--- src/rtl/fetch_stage.sv ---
// Front of the rvga pipeline: owns the PC, issues in-order imem requests,
// buffers returned instructions for decode and squashes stale fetches on redirect.
module fetch_stage #(
  parameter logic [31:0] reset_pc_p        = 32'h0000_0000,
  parameter int unsigned max_outstanding_p = 2,
  parameter int unsigned buf_depth_p       = 2
) (
  input  logic        clk_i,
  input  logic        rst_i,
  input  logic        stall_v_i,
  input  logic        btaken_i,
  input  logic [31:0] br_tgt_i,
  output logic        imem_req_v_o,
  output logic [31:0] imem_addr_o,
  input  logic        imem_req_ready_i,
  input  logic        imem_resp_v_i,
  input  logic [31:0] imem_resp_data_i,
  output logic        instr_v_o,
  output logic [31:0] instr_o,
  output logic [31:0] pc_o
);

  localparam int unsigned OUT_W = $clog2(max_outstanding_p + 1);
  localparam int unsigned CNT_W = $clog2(buf_depth_p + 1);

  typedef enum logic {RUN, FLUSH} state_t;

  state_t           state;
  logic [31:0]      pc;
  logic [OUT_W-1:0] outstanding;
  logic [OUT_W-1:0] discard_cnt;
  logic [OUT_W-1:0] tag_cnt;
  logic [CNT_W-1:0] count;

  logic [31:0] tag_q    [max_outstanding_p];
  logic [31:0] buf_pc   [buf_depth_p];
  logic [31:0] buf_data [buf_depth_p];

  logic             accept;
  logic             drop;
  logic             push;
  logic             pop;
  logic [OUT_W-1:0] stale_left;
  logic [CNT_W-1:0] buf_wr_idx;
  logic [OUT_W-1:0] tag_wr_idx;

  always_comb begin
    imem_req_v_o = !rst_i && !btaken_i
                   && (32'(outstanding) < max_outstanding_p)
                   && (32'(outstanding) + 32'(count) < buf_depth_p);
    accept       = imem_req_v_o && imem_req_ready_i;
    // A response in the redirect cycle is already stale, even though FLUSH starts next cycle.
    drop         = imem_resp_v_i && (btaken_i || state == FLUSH);
    push         = imem_resp_v_i && !drop;
    instr_v_o    = !rst_i && !btaken_i && (count != '0);
    pop          = instr_v_o && !stall_v_i;
    stale_left   = outstanding - OUT_W'(imem_resp_v_i);
    buf_wr_idx   = count - CNT_W'(pop);
    tag_wr_idx   = tag_cnt - OUT_W'(push);
  end

  assign imem_addr_o = pc;
  assign instr_o     = buf_data[0];
  assign pc_o        = buf_pc[0];

  always_ff @(posedge clk_i) begin
    if (rst_i) begin
      pc          <= reset_pc_p;
      outstanding <= '0;
      discard_cnt <= '0;
      tag_cnt     <= '0;
      count       <= '0;
      state       <= RUN;
    end else begin
      outstanding <= outstanding + OUT_W'(accept) - OUT_W'(imem_resp_v_i);
      if (btaken_i) begin
        pc          <= {br_tgt_i[31:2], 2'b00};
        count       <= '0;
        tag_cnt     <= '0;
        discard_cnt <= stale_left;
        state       <= (stale_left != '0) ? FLUSH : RUN;
      end else begin
        if (accept) pc <= pc + 32'd4;
        count   <= count + CNT_W'(push) - CNT_W'(pop);
        tag_cnt <= tag_cnt + OUT_W'(accept) - OUT_W'(push);
        if (drop) begin
          discard_cnt <= discard_cnt - OUT_W'(1);
          if (discard_cnt == OUT_W'(1)) state <= RUN;
        end
      end
    end
  end

  // Head-at-slot-0 shift queues keep pc_o/instr_o as plain register outputs;
  // the push write is placed after the shift so it wins on the same slot.
  always_ff @(posedge clk_i) begin
    if (pop) begin
      for (int unsigned i = 0; i + 1 < buf_depth_p; i++) begin
        buf_pc[i]   <= buf_pc[i+1];
        buf_data[i] <= buf_data[i+1];
      end
    end
    if (push) begin
      for (int unsigned i = 0; i < buf_depth_p; i++) begin
        if (i == 32'(buf_wr_idx)) begin
          buf_pc[i]   <= tag_q[0];
          buf_data[i] <= imem_resp_data_i;
        end
      end
    end
  end

  always_ff @(posedge clk_i) begin
    if (push) begin
      for (int unsigned i = 0; i + 1 < max_outstanding_p; i++) begin
        tag_q[i] <= tag_q[i+1];
      end
    end
    if (accept) begin
      for (int unsigned i = 0; i < max_outstanding_p; i++) begin
        if (i == 32'(tag_wr_idx)) tag_q[i] <= pc;
      end
    end
  end

endmodule

--- config.mk ---
export PLATFORM = sky130hd
export DESIGN_NAME = fetch_stage
export DESIGN_NICKNAME = d
export VERILOG_FILES = /design/src/rtl/fetch_stage.sv
export SDC_FILE = /design/constraint.sdc
export NUM_CORES = 1
export LEC_CHECK = 0
export CAP_MARGIN = 5
export CORE_ASPECT_RATIO = 0.8
export CORE_MARGIN = 2
export CORE_UTILIZATION = 48
export DETAILED_ROUTE_END_ITERATION = 8
export PLACE_DENSITY = 0.77
export SYNTH_ARGS = -nofsm -noshare
export SYNTH_HDL_FRONTEND = slang
export SYNTH_SLANG_ARGS = --single-unit
--- constraint.sdc ---
create_clock -name clk_i -period 7.1 [get_ports clk_i]
set_clock_uncertainty 0.1 [all_clocks]
set_input_delay 1.42 -clock clk_i [delete_from_list [all_inputs] [get_ports clk_i]]
set_output_delay 1.42 -clock clk_i [all_outputs]
set_load 0.005 [all_outputs]
# Word level (Yosys, flattened, before mapping)
# Memory sizes are Yosys's and may differ from the RTL's.
# Index checks and enable logic that the tools add are counted.
[word_totals] regBits=41 mem_bits_rw=192 inputBits=70 memories=3
[memory_table] name="buf_data" words=2 width=32 read_ports=2 rd_ports_with_merged_regs=0 wr=2 line_no="37" text="logic [31:0] buf_data [buf_depth_p];"
[memory_table] name="buf_pc" words=2 width=32 read_ports=2 rd_ports_with_merged_regs=0 wr=2 line_no="36" text="logic [31:0] buf_pc [buf_depth_p];"
[memory_table] name="tag_q" words=2 width=32 read_ports=2 rd_ports_with_merged_regs=0 wr=2 line_no="35" text="logic [31:0] tag_q [max_outstanding_p];"
[op_classes] magnitude_cmp=2 bitwise_logic=3 addsub=12 muxes=27 reduce_logical=22 n_eq_ne=3
[ops] op="two-way mux 32 bit" n=5
[ops] op="adder 32 x 3 -> 32 bit, second input constant" n=1
[ops] op="two-way mux 1 bit" n=20
[ops] op="subtractor 2 x 1 -> 2 bit" n=6
[ops] op="nonzero test 2 bit" n=5
[ops] op="logical AND 1 bit" n=8
[ops] op="adder 2 x 1 -> 2 bit" n=3
[ops] op="equality test 1 x 2 -> 1 bit, first input constant" n=2
[ops] op="zero test 1 bit" n=4
[ops] op="zero test 2 bit" n=2
[ops] op="two-way mux 2 bit" n=2
[ops] op="adder 2 x 2 -> 3 bit" n=1
[ops] op="less-than comparator 3 x 2 -> 1 bit, second input constant" n=1
[ops] op="bitwise OR 1 bit" n=3
[ops] op="equality test 2 x 1 -> 1 bit, second input constant" n=1
[ops] op="less-than comparator 2 bit, second input constant" n=1
[ops] op="AND reduction 2 bit" n=1
[ops] op="OR reduction 2 bit" n=1
[ops] op="subtractor 2 x 1 -> 2 bit, second input constant" n=1
[ops] op="logical OR 1 bit" n=1

# Logic depth before layout (Yosys ltp)
[depth] word_depth=10 mapped_depth=14 mapped_depth_nobuf=12

# Least setup slack after synthesis
# No wires, ideal clock.
[synth_path] path_type="input-to-reg" startpoint="in btaken_i" endpoint="mem buf_data[0][0], enable pin" stages=3 arrival_ps=6167 path_slack_ps=265 cell_sequence="nor2_1 -> o21ai_0 -> o21ai_0"
[synth_rtl] element="start: declaration" line_no="11" text="input logic btaken_i,"
[synth_rtl] element="end: declaration" line_no="37"

# Final worst setup path
[layout_path] startpoint="in rst_i" endpoint="out instr_v_o"
[layout_via] elab_chain_cells=3
[layout_lines] element="start: declaration" line_no="9" text="input logic rst_i,"
[layout_lines] element="zero test 1 bit" line_no="55" text="instr_v_o = !rst_i && !btaken_i && (count != '0);"
[layout_lines] element="logical AND 1 bit (2 in series)" line_no="55"
[layout_lines] element="end: declaration" line_no="18" text="output logic instr_v_o,"
# Every way passes these cells.

==> results <==
- The maximum number of pins on one net before global-route repair is 63.
- Dividing the detail-routed wire length by the instance count gives 18.4 um.
- Yosys attributes the largest share of cell area to sky130_fd_sc_hd__edfxtp_1 58%, sky130_fd_sc_hd__mux2_2 11%, sky130_fd_sc_hd__dfxtp_1 8.3%.
- 0 antenna diodes ended up in the layout.
- The buffer type at the clock tree root is sky130_fd_sc_hd__clkbuf_16.
- The post-synthesis instance area is 0.00945 sq mm.
- Derived from the worst setup path, the maximum achievable clock frequency is 0.204 GHz.
- The core outline area is 0.0191 sq mm.
- After detailed routing, the number of vias per cell comes to approximately 5.4.
- Once layout is done, the placed cells without fillers occupy 0.0117 sq mm.
- Once the clock tree was built, the setup fixing pass inserted 0 buffers.
- The largest individual stage delay along the critical path comes from the cell sky130_fd_sc_hd__clkdlybuf4s50_1.
- The count of flip-flops with a built-in enable after synthesis is ~180.
- The area enclosed by the die boundary is roughly 0.021 sq mm.
- sky130_fd_sc_hd__edfxtp_1 is the most common cell in the netlist.
- The clock network fraction of total power is between 30 and 40%.
- In this run the deepest clock path goes through 3 buffers.
- The layer with the highest usage after global routing is met2.
- After clock tree synthesis, the repair step resized 0 gates.
- Clock-pin slew was measured on the worst setup and hold paths at about 0.06 ns.
- The number of unique standard cell types used by synthesis is 45.
- The worst stage delay on the critical path is 0.51 ns.
- The ratio of total power to cell area is 253 mW/mm^2.
- The worst vdd rail ir drop is 0.137 mV.
- Yosys printed 0 warnings.
- In this run the worst path has a maximum fanout of 38.
- Measured against its own limit, the worst slew margin works out to 30.2%.
- In the synthesized netlist the async set-or-reset flop fraction comes to 0%.
- The count of routing violations after the opening detailed-route iteration is 427.
- The layout cell share with drive strength beyond 1 is 18.8%.
- Setup violations remaining at the end of the flow were counted as 0.
- At the pin with the least slew margin, the transition time is approximately 1.0 ns.
- The mean instance size in the synthesized netlist is 14.4 sq um.
- Global routing used 18.3% of the available tracks across all layers.
- The data arrival time of the worst path is 3.38 ns.
- The global routing usage on met3 is 3.91%.
- The die span in y is ~130 um.
- The congestion estimate from routability-driven global placement came to ~0.87.
- The total overflow left after global routing is 0.
- The clock reaches the later pin of the worst-skew pair after about 0.50 ns.
- Of the post-synthesis cell area, the dominant cell type holds 58.5%.
- The clock sink count is 223.
- Combinational logic burns 8.9% of the power.
- The library cell occupying the most area in the post-synthesis netlist is sky130_fd_sc_hd__edfxtp_1.
- The switching share of total power is 21.3%.
- In the synthesized netlist, the cells that appear most often are 184 x sky130_fd_sc_hd__edfxtp_1, 93 x sky130_fd_sc_hd__mux2_2, 66 x sky130_fd_sc_hd__buf_4, 39 x sky130_fd_sc_hd__dfxtp_1, 32 x sky130_fd_sc_hd__nand2_1.
- The most used flip-flop cell after synthesis is sky130_fd_sc_hd__edfxtp_1.
- The HPWL after detailed placement is 12,400 um.
- Counting every instance in the synthesized netlist gives around 660.
- The number of buffers inserted by hold repair at cts is 0.
- The row count is 45.
- After layout, the worst path uses 68.9% of the clock period.
- In this run the static leakage power is a little under 0.004 uW.
- After layout, the minimum clock period comes to around 4.9 ns.
- In the routed design, unresolved DRC markers number 0.
- Port buffering added approximately 160 buffers.
- The total number of nets in the final design is 847.
- TritonCTS built the clock tree.
- In this run, flip-flops and latches consume 51.4% of the power.
- For met2 alone, demand over resource in global routing was roughly 30%.
- The starting utilization of the core area is 49.4%.
- The met1 track demand over resource in global routing is 25.1%.
- The switching power is between 600 and 700 uW.
- The number of CTS-inserted buffers is 23.
- Counting flops and latches in the post-synthesis netlist gives 223.
- Final hold analysis gives a worst-case slack of 0.349 ns.
- Among the stages of the critical path, the cell type that occurs most often is sky130_fd_sc_hd__clkdlybuf4s50_1.
- The number of primary I/O pins is 168.
- The die span in x is 161 um.
- The internal power is 2320 uW.
- Compared with the post-synthesis result, the final layout area differs by 23.3%.
- The register area share after synthesis is about 67%.
- At the worst endpoint, the required time is roughly 5.6 ns.
- The run finished with clean final reports.
- The number of antenna violations at the first check in global routing is 0.
- The routed design has 19,100 um of wire.
- The signal on the critical path passes through clkdlybuf4s50_1 -> buf_4 -> nor2_1 -> o21ai_0 -> inv_1 -> clkdlybuf4s50_1.
- The via count of the first global-routing pass came to 5,618.
- The kind of capture point of the worst setup path is an output port.
- The setup path with the least slack is of type in2out.
- The first global-routing pass estimated 30,200 um of wire.
- The tool flagged a number of max-cap violations equal to 0.
- The total count of max-transition violations in the final report is 0.
- The H-tree depth reported by CTS is 1.
- The first-pass iteration count of the detailed router is 5.
- The kind of start point of the critical path is an input port.
- The placed instances occupy a cell area of 0.0109 sq mm.
- The count of final hold-check violations is 0.
- The setup TNS is 0 ns.
- The path class of the tightest hold or removal check is reg2reg.
- Once detail routing completed, the nets flagged for antenna violations numbered 0.
- Setup repair after global routing left no endpoint under its margin.
- The number of vias in the routed layout is 5,644.
metrics by stage:
step,util (%),power (uW),setup slack (ns),std cells
2_1_floorplan,-,1690,0.265,661
3_3_place_gp,57.0,1800,2.01,997
3_5_place_dp,57.0,1810,1.84,997
4_1_cts,60.8,2980,2.22,1038
5_1_grt,60.9,3060,2.04,1039
6_report,60.9,2950,2.20,1039
layout make-up:
class                   instances  area (sq um)
flip-flops and latches        223          6310
well taps                     258           323
multi-input cells             332          2540
clock buffers                  30           632
clock inverters                11           109
inverters                      13          48.8
repair buffers                172          1690
fillers                      1449          7490
power by group through the flow:
stage | sequential [uW] | clock [uW] | combinational, uW
finish | 1520 | 1170 | 264
CTS | 1520 | 1190 | 267
global placement | 1540 | 0 | 255
floorplan | 1540 | 0 | 150
global route | 1530 | 1250 | 287
detailed placement | 1550 | 0 | 264
flip-flops by register name, indices dropped and copies added (netlist names):
register	flops
buf_data	64
tag_cnt	2
count	2
discard_cnt	2
tag_q	60
buf_pc	60
imem_addr_o	30
outstanding	2
state	1
layer usage:
metal | wire (um) | up-vias | share of wire (%)
li1 | - | 2616 | -
met1 | 8430 | 2746 | 44
met2 | 8670 | 241 | 45
met3 | 1440 | 41 | 7.5
met4 | 572 | 0 | 3.0
met5 | 0 | - | 0
worst max-delay path: cells and delay by family:
kind | cells | cell delay (ns)
compound gates | 1 | 0.28
buf+inv | 4 | 1.31
simple gates | 1 | 0.34
logic make-up after synthesis:
family,share of synthesized area [%]
fa+ha+maj,1.67
mux,11.1
simple gates,6.62
flops,66.7
xor+xnor,1.67
compound gates,5.35
buf+inv,6.84
other cells,0.0397
cells in the final DEF (no fill, tap or decap), types with 3 or more instances in the layout:
master | synthesis | layout
sky130_fd_sc_hd__clkinv_1 | 0 | 3
sky130_fd_sc_hd__nand4_1 | 11 | 11
sky130_fd_sc_hd__o22ai_1 | 6 | 6
sky130_fd_sc_hd__dfxtp_1 | 39 | 39
sky130_fd_sc_hd__xor2_1 | 10 | 10
sky130_fd_sc_hd__nand3_1 | 14 | 13
sky130_fd_sc_hd__edfxtp_1 | 184 | 184
sky130_fd_sc_hd__a31oi_1 | 14 | 14
sky130_fd_sc_hd__ha_1 | 11 | 11
sky130_fd_sc_hd__o21ai_0 | 14 | 13
sky130_fd_sc_hd__clkbuf_16 | 0 | 23
sky130_fd_sc_hd__conb_1 | 1 | 4
sky130_fd_sc_hd__clkdlybuf4s50_1 | 0 | 161
sky130_fd_sc_hd__and3_1 | 7 | 7
sky130_fd_sc_hd__clkinvlp_4 | 0 | 3
sky130_fd_sc_hd__nand2_1 | 32 | 32
sky130_fd_sc_hd__a21oi_1 | 23 | 23
sky130_fd_sc_hd__and4_1 | 3 | 3
sky130_fd_sc_hd__nor2_1 | 26 | 24
sky130_fd_sc_hd__buf_4 | 66 | 11
sky130_fd_sc_hd__clkbuf_8 | 0 | 3
sky130_fd_sc_hd__nor3_1 | 6 | 6
sky130_fd_sc_hd__a22oi_1 | 3 | 3
sky130_fd_sc_hd__and2_1 | 11 | 11
sky130_fd_sc_hd__clkinv_2 | 0 | 3
sky130_fd_sc_hd__a211oi_1 | 5 | 5
sky130_fd_sc_hd__nor4_1 | 7 | 7
sky130_fd_sc_hd__inv_1 | 13 | 13
sky130_fd_sc_hd__xnor2_1 | 8 | 8
sky130_fd_sc_hd__clkbuf_1 | 25 | 4
sky130_fd_sc_hd__mux2_2 | 93 | 93
path summary, 6_finish.rpt:
check / slack (ns) / depth (start not counted) / startpoint / end
worst max register to register: 3.53 / 13 / outstanding[0]$_SDFF_PP0_ / tag_cnt[1]$_SDFF_PP0_
worst min register to register: 0.35 / 0 / tag_q[0][5]$_DFFE_PP_ / buf_pc[0][37]$_DFFE_PP_
worst max-delay path: 2.20 / 6 / rst_i / instr_v_o
worst min-delay path: 0.35 / 0 / tag_q[0][5]$_DFFE_PP_ / buf_pc[0][37]$_DFFE_PP_
Power figures use the tool's default switching activity.
